--- config.mk ---
export PLATFORM = sky130hd
export DESIGN_NAME = serial_alu_w
export DESIGN_NICKNAME = d
export VERILOG_FILES = /design/src/rtl/serial_alu_w.sv
export SDC_FILE = /design/constraint.sdc
export NUM_CORES = 1
export LEC_CHECK = 0
export BUFFER_PORTS_ARGS = -buffer_cell sky130_fd_sc_hd__buf_2
export CAP_MARGIN = 10
export CORE_MARGIN = 5
export CORE_UTILIZATION = 47
export DETAILED_ROUTE_END_ITERATION = 8
export PLACE_DENSITY = 0.72
export REMOVE_ABC_BUFFERS = 1
export SLEW_MARGIN = 20
export SYNTH_ARGS = -nofsm -noshare
export SYNTH_HDL_FRONTEND = slang
export SYNTH_SLANG_ARGS = --single-unit
--- constraint.sdc ---
create_clock -name clk -period 2.2 [get_ports clk]
set_clock_uncertainty 0.1 [all_clocks]
set_input_delay 0.55 -clock clk [delete_from_list [all_inputs] [get_ports clk]]
set_output_delay 0.55 -clock clk [all_outputs]
set_load 0.01 [all_outputs]
--- src/rtl/serial_alu_w.sv ---
`default_nettype none
// ============================================================================
// Module   : serial_alu_w
// Purpose  : Digit-serial ALU. Operands arrive LSB-first, DIGIT bits per
//            beat, over N = XLEN/DIGIT beats. Arithmetic and bitwise ops
//            stream a result digit back per beat; compare ops (SLT, SLTU,
//            EQ) produce a single o_cmp bit at the end. EQ may optionally
//            terminate on the first mismatching digit.
//
// Ports    : clk         - clock, rising edge
//            reset       - asynchronous, active-low reset
//            i_start     - start request, accepted only while o_ready=1
//            i_op        - opcode, sampled with the accepted i_start
//                          0 ADD, 1 SUB, 2 XOR, 3 AND, 4 OR,
//                          5 SLT, 6 SLTU, 7 EQ, 8-15 NOP
//            i_en        - an operand digit is present on i_a/i_b
//            i_a, i_b    - operand digits, LSB-first
//            o_ready     - idle, i_start can be accepted
//            o_take      - current i_a/i_b digit is consumed at this edge
//            o_rd        - registered result digit, LSB-first
//            o_rd_valid  - o_rd carries a valid digit
//            o_cmp       - compare result, valid from o_done until the
//                          next accepted i_start
//            o_done      - one-cycle pulse, operation complete
//            o_early     - with o_done: ended before all N digits taken
//
// Revision : 1.0 - initial release
// ============================================================================
module serial_alu_w #(
  parameter int XLEN     = 32,
  parameter int DIGIT    = 1,
  parameter bit EARLY_EQ = 1'b1
) (
  input  logic             clk,
  input  logic             reset,
  input  logic             i_start,
  input  logic [3:0]       i_op,
  input  logic             i_en,
  input  logic [DIGIT-1:0] i_a,
  input  logic [DIGIT-1:0] i_b,
  output logic             o_ready,
  output logic             o_take,
  output logic [DIGIT-1:0] o_rd,
  output logic             o_rd_valid,
  output logic             o_cmp,
  output logic             o_done,
  output logic             o_early
);

  // --------------------------------------------------------------------------
  // Constants
  // --------------------------------------------------------------------------
  localparam int            c_N    = XLEN / DIGIT;
  localparam int            c_CW   = (c_N > 1) ? $clog2(c_N) : 1;
  localparam logic [c_CW-1:0] c_LAST = c_CW'(c_N - 1);

  localparam logic [3:0] c_OP_ADD  = 4'd0;
  localparam logic [3:0] c_OP_SUB  = 4'd1;
  localparam logic [3:0] c_OP_XOR  = 4'd2;
  localparam logic [3:0] c_OP_AND  = 4'd3;
  localparam logic [3:0] c_OP_OR   = 4'd4;
  localparam logic [3:0] c_OP_SLT  = 4'd5;
  localparam logic [3:0] c_OP_SLTU = 4'd6;
  localparam logic [3:0] c_OP_EQ   = 4'd7;

  // --------------------------------------------------------------------------
  // Elaboration-time parameter sanity check
  // --------------------------------------------------------------------------
  generate
    if (((XLEN % DIGIT) != 0) ||
        !((DIGIT == 1) || (DIGIT == 2) || (DIGIT == 4) || (DIGIT == 8))) begin : g_bad_params
      $error("serial_alu_w: DIGIT must be 1, 2, 4 or 8 and divide XLEN");
    end
  endgenerate

  // --------------------------------------------------------------------------
  // State
  // --------------------------------------------------------------------------
  typedef enum logic [0:0] {
    ST_IDLE = 1'b0,
    ST_RUN  = 1'b1
  } state_t;

  state_t            r_state;
  logic [3:0]        r_op;
  logic [c_CW-1:0]   r_cnt;
  logic              r_carry;
  logic              r_eq_ok;
  logic [DIGIT-1:0]  r_rd;
  logic              r_rd_valid;
  logic              r_cmp;
  logic              r_done;
  logic              r_early;

  // --------------------------------------------------------------------------
  // Per-beat datapath
  // --------------------------------------------------------------------------
  logic              w_take;
  logic              w_last;
  logic              w_inv_b;
  logic              w_start_inv;
  logic              w_data_op;
  logic              w_match;
  logic              w_eq_stop;
  logic              w_cmp_final;
  logic [DIGIT-1:0]  w_b_eff;
  logic [DIGIT-1:0]  w_res;
  logic [DIGIT:0]    w_sum;

  assign w_take = (r_state == ST_RUN) & i_en;
  assign w_last = (r_cnt == c_LAST);

  always_comb begin
    // Subtract-style ops run a + ~b with the carry preset to 1 at accept.
    w_inv_b     = (r_op == c_OP_SUB) | (r_op == c_OP_SLT) | (r_op == c_OP_SLTU);
    w_start_inv = (i_op == c_OP_SUB) | (i_op == c_OP_SLT) | (i_op == c_OP_SLTU);
    // Only ADD/SUB/XOR/AND/OR stream result digits.
    w_data_op   = (r_op < c_OP_SLT);
    w_match     = (i_a == i_b);
    w_eq_stop   = EARLY_EQ & (r_op == c_OP_EQ) & ~w_match;

    w_b_eff = w_inv_b ? ~i_b : i_b;
    w_sum   = {1'b0, i_a} + {1'b0, w_b_eff} + {{DIGIT{1'b0}}, r_carry};

    w_res = '0;
    case (r_op)
      c_OP_ADD,
      c_OP_SUB: w_res = w_sum[DIGIT-1:0];
      c_OP_XOR: w_res = i_a ^ i_b;
      c_OP_AND: w_res = i_a & i_b;
      c_OP_OR:  w_res = i_a | i_b;
      default:  w_res = '0;
    endcase

    // Compare outcome, meaningful only on the final digit.
    w_cmp_final = 1'b0;
    case (r_op)
      // Unsigned a < b exactly when a - b borrows, i.e. no carry out.
      c_OP_SLTU: w_cmp_final = ~w_sum[DIGIT];
      // Differing signs decide directly; equal signs cannot overflow, so
      // the sign of the difference is the answer.
      c_OP_SLT:  w_cmp_final = (i_a[DIGIT-1] != i_b[DIGIT-1]) ? i_a[DIGIT-1]
                                                               : w_sum[DIGIT-1];
      c_OP_EQ:   w_cmp_final = r_eq_ok & w_match;
      default:   w_cmp_final = 1'b0;
    endcase
  end

  // --------------------------------------------------------------------------
  // Control FSM and registered outputs
  // --------------------------------------------------------------------------
  always_ff @(posedge clk or negedge reset) begin
    if (!reset) begin
      r_state    <= ST_IDLE;
      r_op       <= 4'd0;
      r_cnt      <= '0;
      r_carry    <= 1'b0;
      r_eq_ok    <= 1'b0;
      r_rd       <= '0;
      r_rd_valid <= 1'b0;
      r_cmp      <= 1'b0;
      r_done     <= 1'b0;
      r_early    <= 1'b0;
    end else begin
      // Pulse-style outputs default low every cycle.
      r_rd_valid <= 1'b0;
      r_done     <= 1'b0;
      r_early    <= 1'b0;

      if (r_state == ST_IDLE) begin
        // The o_done cycle is already IDLE, so back-to-back starts work.
        if (i_start) begin
          r_state <= ST_RUN;
          r_op    <= i_op;
          r_cnt   <= '0;
          r_carry <= w_start_inv;
          r_eq_ok <= 1'b1;
          r_cmp   <= 1'b0;
        end
      end else begin
        // Stalled beats (i_en=0) leave counter, carry and o_rd untouched.
        if (i_en) begin
          r_cnt   <= r_cnt + c_CW'(1);
          r_carry <= w_sum[DIGIT];
          r_eq_ok <= r_eq_ok & w_match;

          if (w_data_op) begin
            r_rd       <= w_res;
            r_rd_valid <= 1'b1;
          end

          if (w_last || w_eq_stop) begin
            r_state <= ST_IDLE;
            r_done  <= 1'b1;
            r_cmp   <= w_eq_stop ? 1'b0 : w_cmp_final;
            // A mismatch on the very last digit consumed all N digits,
            // so it is not an early finish.
            r_early <= w_eq_stop & ~w_last;
          end
        end
      end
    end
  end

  assign o_ready    = (r_state == ST_IDLE);
  assign o_take     = w_take;
  assign o_rd       = r_rd;
  assign o_rd_valid = r_rd_valid;
  assign o_cmp      = r_cmp;
  assign o_done     = r_done;
  assign o_early    = r_early;

endmodule
`default_nettype wire

# Yosys cells after proc, flatten, opt, wreduce, memory -nomap -nowiden
# Cells that the tools add are included.
# op_classes
multipliers	0
eq_ne	15
n_reduce_logical	8
shift	0
mux	31
div	0
n_lt_le_gt_ge	1
bitwise_logic	16
addsub	3
# ops
operator	n
1-bit 2-to-1 mux	26
4-bit by 3-bit == test with 1-bit output (second input constant)	6
5-bit 2-to-1 mux	3
4-bit by 1-bit == test with 1-bit output (second input constant)	2
4-bit by 2-bit == test with 1-bit output (second input constant)	2
3-bit AND reduction	2
5-bit by 1-bit adder with 5-bit output (second input constant)	1
1-bit bitwise AND	5
5-bit == test (second input constant)	1
1-bit inverter	5
1-bit bitwise OR	5
4-bit zero test	1
4-bit by 3-bit < comparator with 1-bit output (second input constant)	1
1-bit case mux with 4 select lines	1
2-bit AND reduction	2
1-bit case mux with 3 select lines	1
1-bit by 1-bit adder with 2-bit output	1
2-bit by 1-bit adder with 2-bit output	1
2-bit by 1-bit inequality test with 1-bit output (second input constant)	1
2-bit inequality test (second input constant)	1
2-bit nonzero test	1
2-bit OR reduction	1
1-bit == test	1
1-bit logical OR	1
2 further kinds	2
# totals
ramBits	0
mem_bits_ro	0
out_inout_bits	7
wordCells	84
n_memories	0
latch_bits	0
register_bits	17

# Depth between registers and ports, before layout
# Gate-level depths: netlist of the first run.
# logic_depth
ltp_word	12
mapped_depth	9
ltp_nobuf	8

# Worst setup path after synthesis of the first run
# No wires, ideal clock.
# synth_timing
path_type	register to register
startpoint	reg r_op[0]
endpoint	reg r_rd, in the netlist o_rd
synth_period_minus_slack_ns	2.142
t_required_ns	2.035
stages_incl_launch_ff	9
arrival_time_ns	1.977
path_buffers	1
path_slack_ns	0.058
cell_sequence	dfrtp_1 > buf_6 > or2b_1 > a21oi_1 > xnor2_1 > fa_1 > nor2_1 > a2111oi_0 > o22a_1
# synth_via
elab_chain_cells	7
elab_cells_between_ends	16
cone_classes	add/sub (2); order compare (1); eq/ne (6); mux (2); bitwise (2); reduce/logical (3)
# synth_lines
element	line	rtl
start: declaration	85	logic [3:0] r_op;
start signal: assignment	174	r_op <= i_op;
4-bit by 1-bit == test with 1-bit output / 4-bit by 3-bit == test with 1-bit output (equally long branches)	115, 126	
1-bit bitwise OR (2 in series)	115	w_inv_b = (r_op == c_OP_SUB) | (r_op == c_OP_SLT) | (r_op == c_OP_SLTU);
1-bit 2-to-1 mux	122	w_b_eff = w_inv_b ? ~i_b : i_b;
1-bit by 1-bit adder with 2-bit output	123	w_sum = {1'b0, i_a} + {1'b0, w_b_eff} + {{DIGIT{1'b0}}, r_carry};
2-bit by 1-bit adder with 2-bit output	123	
1-bit case mux with 4 select lines	126	case (r_op)
end signal: assignment	188	r_rd <= w_res;
end: declaration	89	logic [DIGIT-1:0] r_rd;
# Several ways; a longest one is shown, not always the timed one.
# A chain may end at the register's enable or synchronous reset.

# Final worst setup path of the first run
# Same ends and word-level chain as after synthesis.

==> results of run 1 <==
-- kinds of logic (layout without fill, tap and decap cells) --
group                    after synthesis  count (layout)  synth area share [%]
AND/OR/NAND/NOR                       41              41                 21.31
XOR/XNOR                               1               1                0.9945
adder cells (fa/ha/maj)                5               5                 7.955
AO/OA/AOI/OAI                         18              18                 14.21
buffers and inverters                  7              34                 3.835
multiplexers                           3               3                 3.409
flip-flops                            17              17                 48.30
-- cell type report --
cell class	instances	area (µm²)
Clock buffer	3	22.52
Clock inverter	1	5.005
Fill cell	151	671.9
Inverter	6	22.52
Multi-Input combinational cell	68	426.7
Sequential cell	17	425.4
Tap cell	25	31.28
Timing Repair Buffer	24	140.1
-- worst register-to-register path: stages, from the launching register on --
cell,delay (ns)
dfrtp_1,0.40
or2b_1,0.27
a21oi_2,0.16
xnor2_1,0.09
fa_1,0.52
nor2_1,0.05
a2111oi_1,0.26
o22a_1,0.17
-- per-stage QoR --
step / instance area, µm² / hold slack, ns / TNS (ns)
floorplan: 869.6 / 0.1544 / 0
global placement: 1026 / 0.3605 / 0
detailed placement: 1026 / 0.3638 / 0
CTS: 1054 / 0.07034 / 0
global route: 1074 / 0.07037 / -0.03637
finish: 1074 / 0.06542 / 0
-- power groups by stage --
| stage | sequential (mW) | clock (mW) | combinational (mW) |
|---|---|---|---|
| after floorplan | 0.529 | 0 | 0.289 |
| after global placement | 0.495 | 0 | 0.484 |
| after detailed placement | 0.503 | 0 | 0.506 |
| after CTS | 0.497 | 0.169 | 0.508 |
| after global routing | 0.513 | 0.189 | 0.613 |
| final | 0.501 | 0.164 | 0.555 |
-- layer usage --
layer / up-vias / share of wire [%]
met3: 4 / 5.8
met5: - / 0
met4: 0 / 1.3
met2: 25 / 50
met1: 367 / 43
li1: 369 / -
-- cells in the mapped netlist --
cell       count  area share (%)
nand2_1       20             8.5
dfrtp_1       17              48
nor2_1         8             3.4
o21ai_0        7             4.0
inv_1          5             2.1
a21oi_1        4             2.3
ha_1           4             5.7
mux2i_1        3             3.4
nand4_1        3             2.1
a22o_1         2             2.0
nor2b_1        2             1.4
nor3_1         2             1.1
a2111oi_0      1            0.99
a211oi_4       1             2.3
and3_1         1            0.71
buf_6          1             1.3
clkinv_1       1            0.43
fa_1           1             2.3
nand2_2        1            0.71
nand3_1        1            0.57
nand3b_1       1            0.85
o22a_1         1            0.99
o22ai_1        1            0.71
o41ai_1        1            0.99
or2_4          1            0.99
or2b_1         1            0.85
xnor2_1        1            0.99
-- how the worst max path moves through the flow --
stage                        from  endpoint  cells past startpoint
after floorplan           r_op[0]      o_rd                      7
after global placement    r_op[0]      o_rd                      7
after detailed placement  r_op[0]      o_rd                      7
after CTS                 r_op[0]      o_rd                      7
after global routing      r_op[0]      o_rd                      7
final                     r_op[0]      o_rd                      7
-- timing repair --
item	CTS	global route
pin swaps	1	1
resized for setup	0	2
hold buffers	0	0
cloned	0	0
setup buffers	0	2
hold endpoints to repair	0	0
endpoints found under the setup margin	1	2
==> metrics.txt, run 1 <==
routing usage on met1=19.47%; Total GRT Usage=about 16%; first-pass GRT wire length=~3200 µm; Combinational Power Share=45.5%; Flop pwr share=41.1%; Worst setup EP type=flip-flop; min cycle time layout=2.068 ns; die width=53.29 µm; DRT Pass-1 Iters=4; DR vias/cell=between 5 and 6; final setup vio count=0; antenna cells=0; Inserted Clock Buffers=3; Synth cell types=27; gr busiest metal=met2; commonest non-fill, non-tap cells in the layout=nand2_1, dfrtp_1, buf_2, nor2_1, buf_4; mean routed wirelength per cell=13.47 µm; Largest register FFs=5; global routing usage on met3=2.535%; max-slew violations=0; Tightest Hold Check Type=in -> async; post-detail-place hpwl=1432 µm; ratio of cells with drive above 1 in the final layout=26.89%; Worst Reg-to-Reg Cells=7; count of state elements after synthesis=17; via count=765; initial antenna violation count=0; Synth Instances=92; switch share=a little under two fifths; dpl cells=between 100 and 150; Fin. Hold Viols=0; CP max-delay cell=fa_1; post-route worst setup slack=0.1325 ns; cell area after synthesis=a little under 900 µm²; Die Footprint=2840 µm²; Area Overhead vs Synth=21.88%; largest register by flop count=r_cnt; insertion delay to the later sink of the worst-skew pair=between 0.2 and 0.3 ns; Port Buffer Count=16; CP Launch Type=flip-flop; R2R Setup Slk=0.13 ns; commonest non-fill, non-tap cell in the layout=nand2_1; fin crit share=a little over nine tenths; sequential element share of the synthesized area=48.30%; Routability Congestion=approximately 0.89; max incr delay on CP=0.52 ns; worst-path fanout max=4; htree depth=1; CTS clk-pin slew, worst paths=0.10 ns; final WL=1939 µm; Crit path arrival time=2.20 ns; Crit path required time=2.33 ns; Int Pwr=0.7594 mW; critical path class=reg -> reg; Remaining Overflow, GRT=0; core area=~1700 µm²; r2r endpoint=o_rd; Sw Pwr=0.4605 mW; Max Freq=483.7 MHz; Die Height=53.29 µm; yosys warns=0; Post-Syn Area per Cell=9.574 µm²; post-placement worst setup slack=0.002854 ns; TritonCTS Sinks=17; Starting Density=50.47%; Cell Rows=15; I/O pins=17; power share of the clock group=13.4%; Clock Tree Buf Depth=2; remaining antenna violation count=0; delay-heaviest family, CP=compound AO/OA/AOI/OAI gates; biggest regs=r_cnt (5), r_op (4); status=completed; largest net degree at the start of global routing=18; met2 GRT Util=26.73%; Max-cap violations=0; crit-path cells=or2b_1 > a21oi_2 > xnor2_1 > fa_1 > nor2_1 > a2111oi_1 > o22a_1; Buf/Inv on CP=0; CTS tree=done; power after layout=1.220 mW; Leakage Power=0.5430 nW; PD cells=1136 nW/µm²; DRC violations left=0; peak supply drop=0.5316 mV; r2r startpoint=r_op[0]; Finished Layout Cells=roughly 140; max_slew headroom=74.34%; vias in the first global route=736; CTS root buf=clkbuf_4; post-layout util=61.51%; Final nets=~140; Iter 0 DRT Violations=13; worst slew pin tran=0.3850 ns
Note: power is estimated with default switching activity, not from simulation.
==> run 2, diff against run 1 <==
- CORE_MARGIN: 5 -> unset
==> metrics.txt, run 2 (synthesis results as in run 1) <==
commonest non-fill, non-tap cell in the layout=nand2_1; Filler Cell Count=around 150; Max Freq=484.1 MHz; peak supply drop=0.5472 mV; Final nets=134; max-slew violations=0; biggest regs=r_cnt (5), r_op (4); Starting Density=around half; I/O pins=17; power share of the clock group=13.7%; Final Cell Area=1079 µm²; first-pass GRT wire length=2787 µm; Flop pwr share=40.5%; final WL=1750 µm; post-detail-place hpwl=1322 µm; CTS clk-pin slew, worst paths=0.10 ns; Fin. Hold Viols=0; core area=between 1500 and 2000 µm²; Finished Layout Cells=143; DRT Pass-1 Iters=5; DR vias/cell=5.210; CP max-delay cell=fa_1; hold_buf cts=0; worst slew pin tran=0.3856 ns; CTS root buf=clkbuf_4; vias in the first global route=about 660; Crit path arrival time=2.14 ns; Worst setup EP type=flip-flop; CTS tree=done; Remaining Overflow, GRT=0; largest register by flop count=r_cnt; via count=745; crit-path cells=or2b_1 > a21oi_2 > xnor2_2 > fa_1 > mux2i_1 > nor2_1 > a21oi_1 > o22ai_1; Crit path required time=between 2 and 2.5 ns; post-placement worst setup slack=-0.04762 ns; dpl cells=about 140; max incr delay on CP=0.46 ns; Area Overhead vs Synth=22.44%; initial antenna violation count=0; final setup vio count=0; insertion delay to the later sink of the worst-skew pair=0.29 ns; antenna cells=0; Die Footprint=2051 µm²; placed inst area=1026 µm²; min cycle time layout=2.066 ns; mean routed wirelength per cell=12.24 µm; Inserted Clock Buffers=3; area of the multi-input gates=around 440 µm²; Die Height=45.29 µm; commonest non-fill, non-tap cells in the layout=nand2_1, dfrtp_1, buf_2, nor2_1; worst-path fanout max=4; Max-cap violations=0; htree depth=1; Reg area=425.4 µm²; Total GRT Usage=~20%; power after layout=roughly 1.2 mW; remaining antenna violation count=0; fin crit share=93.90%; max_slew headroom=74.30%; switch share=37.46%; die width=about 45 µm; status=completed; ratio of cells with drive above 1 in the final layout=roughly 28%; Int Pwr=between 0.7 and 0.8 mW; Clock Tree Buf Depth=2; TritonCTS Sinks=17; Tightest Hold Check Type=in -> async; DRC violations left=0; Iter 0 DRT Violations=8; Routability Congestion=0.9103; Leakage Power=0.5438 nW; setup_tns=0 ns; Port Buffer Count=16; Sw Pwr=0.4558 mW; RSZ-0062 raised after global routing=no; Largest register FFs=5; critical path class=reg -> reg; largest net degree at the start of global routing=18; post-route worst setup slack=between 0.1 and 0.15 ns; CP Launch Type=flip-flop; Cell Rows=15; Combinational Power Share=45.8%; PD cells=between 1000 and 1500 nW/µm²
-- run 2: stage by stage --
stage               utilization, %  hold slack, ns
floorplan                        -          0.1544
global placement             58.78          0.3664
detailed placement           58.78          0.3823
CTS                          61.15         0.06009
global route                 61.79         0.07004
finish                       61.79         0.06064
-- run 2: layout make-up --
| class | count | area share [%] |
|---|---|---|
| clock buffer | 3 | 2.088 |
| clock inverter | 1 | 0.4640 |
| tap | 25 | 2.900 |
| sequential | 17 | 39.44 |
| multi-input combinational | 68 | 40.72 |
| timing repair buffer | 23 | 12.30 |
| inverter | 6 | 2.088 |
-- run 2: final timing paths --
check / start / to / slack, ns / cells past startpoint
max: r_op[0] / o_cmp / 0.13 / 8
min: reset / o_early / 0.06 / 1
max reg2reg: r_op[0] / o_cmp / 0.13 / 8
min reg2reg: r_cnt[3] / r_cnt[3] / 0.40 / 1
max in group asynchronous: reset / r_cnt[3] / 1.66 / 1
min in group clk: i_op[3] / r_op[3] / 0.36 / 3
-- run 2: power groups by stage --
stage	registers, mW	clock network [mW]	logic, mW
final	0.493	0.167	0.557
after global placement	0.495	0	0.482
after floorplan	0.529	0	0.289
after CTS	0.491	0.172	0.540
after global routing	0.512	0.186	0.620
after detailed placement	0.500	0	0.500
-- run 2: routing by layer --
layer  vias to the layer above  global-route usage (%)  share of wire, %
met5                         -                       0                 0
met4                         0                   10.91               1.6
met3                         4                   3.600               3.1
met2                        20                   33.91                48
met1                       353                   24.23                47
li1                        368                       -                 -
-- run 2: worst max-delay path: cells and delay by family (launching register included) --
| kind | cells | cell delay, ns |
|---|---|---|
| AOI/OAI and AO/OA | 3 | 0.39 |
| xor gates and xnor gates | 1 | 0.14 |
| adders and majority gates | 1 | 0.46 |
| DFF | 1 | 0.38 |
| muxes | 1 | 0.14 |
| and+or+nand+nor | 2 | 0.33 |
-- run 2: what timing repair did --
item	CTS	global route
resized for setup	2	2
hold endpoints to repair	0	0
pin swaps	1	3
setup endpoints to repair	1	2
buffers inserted	1	0
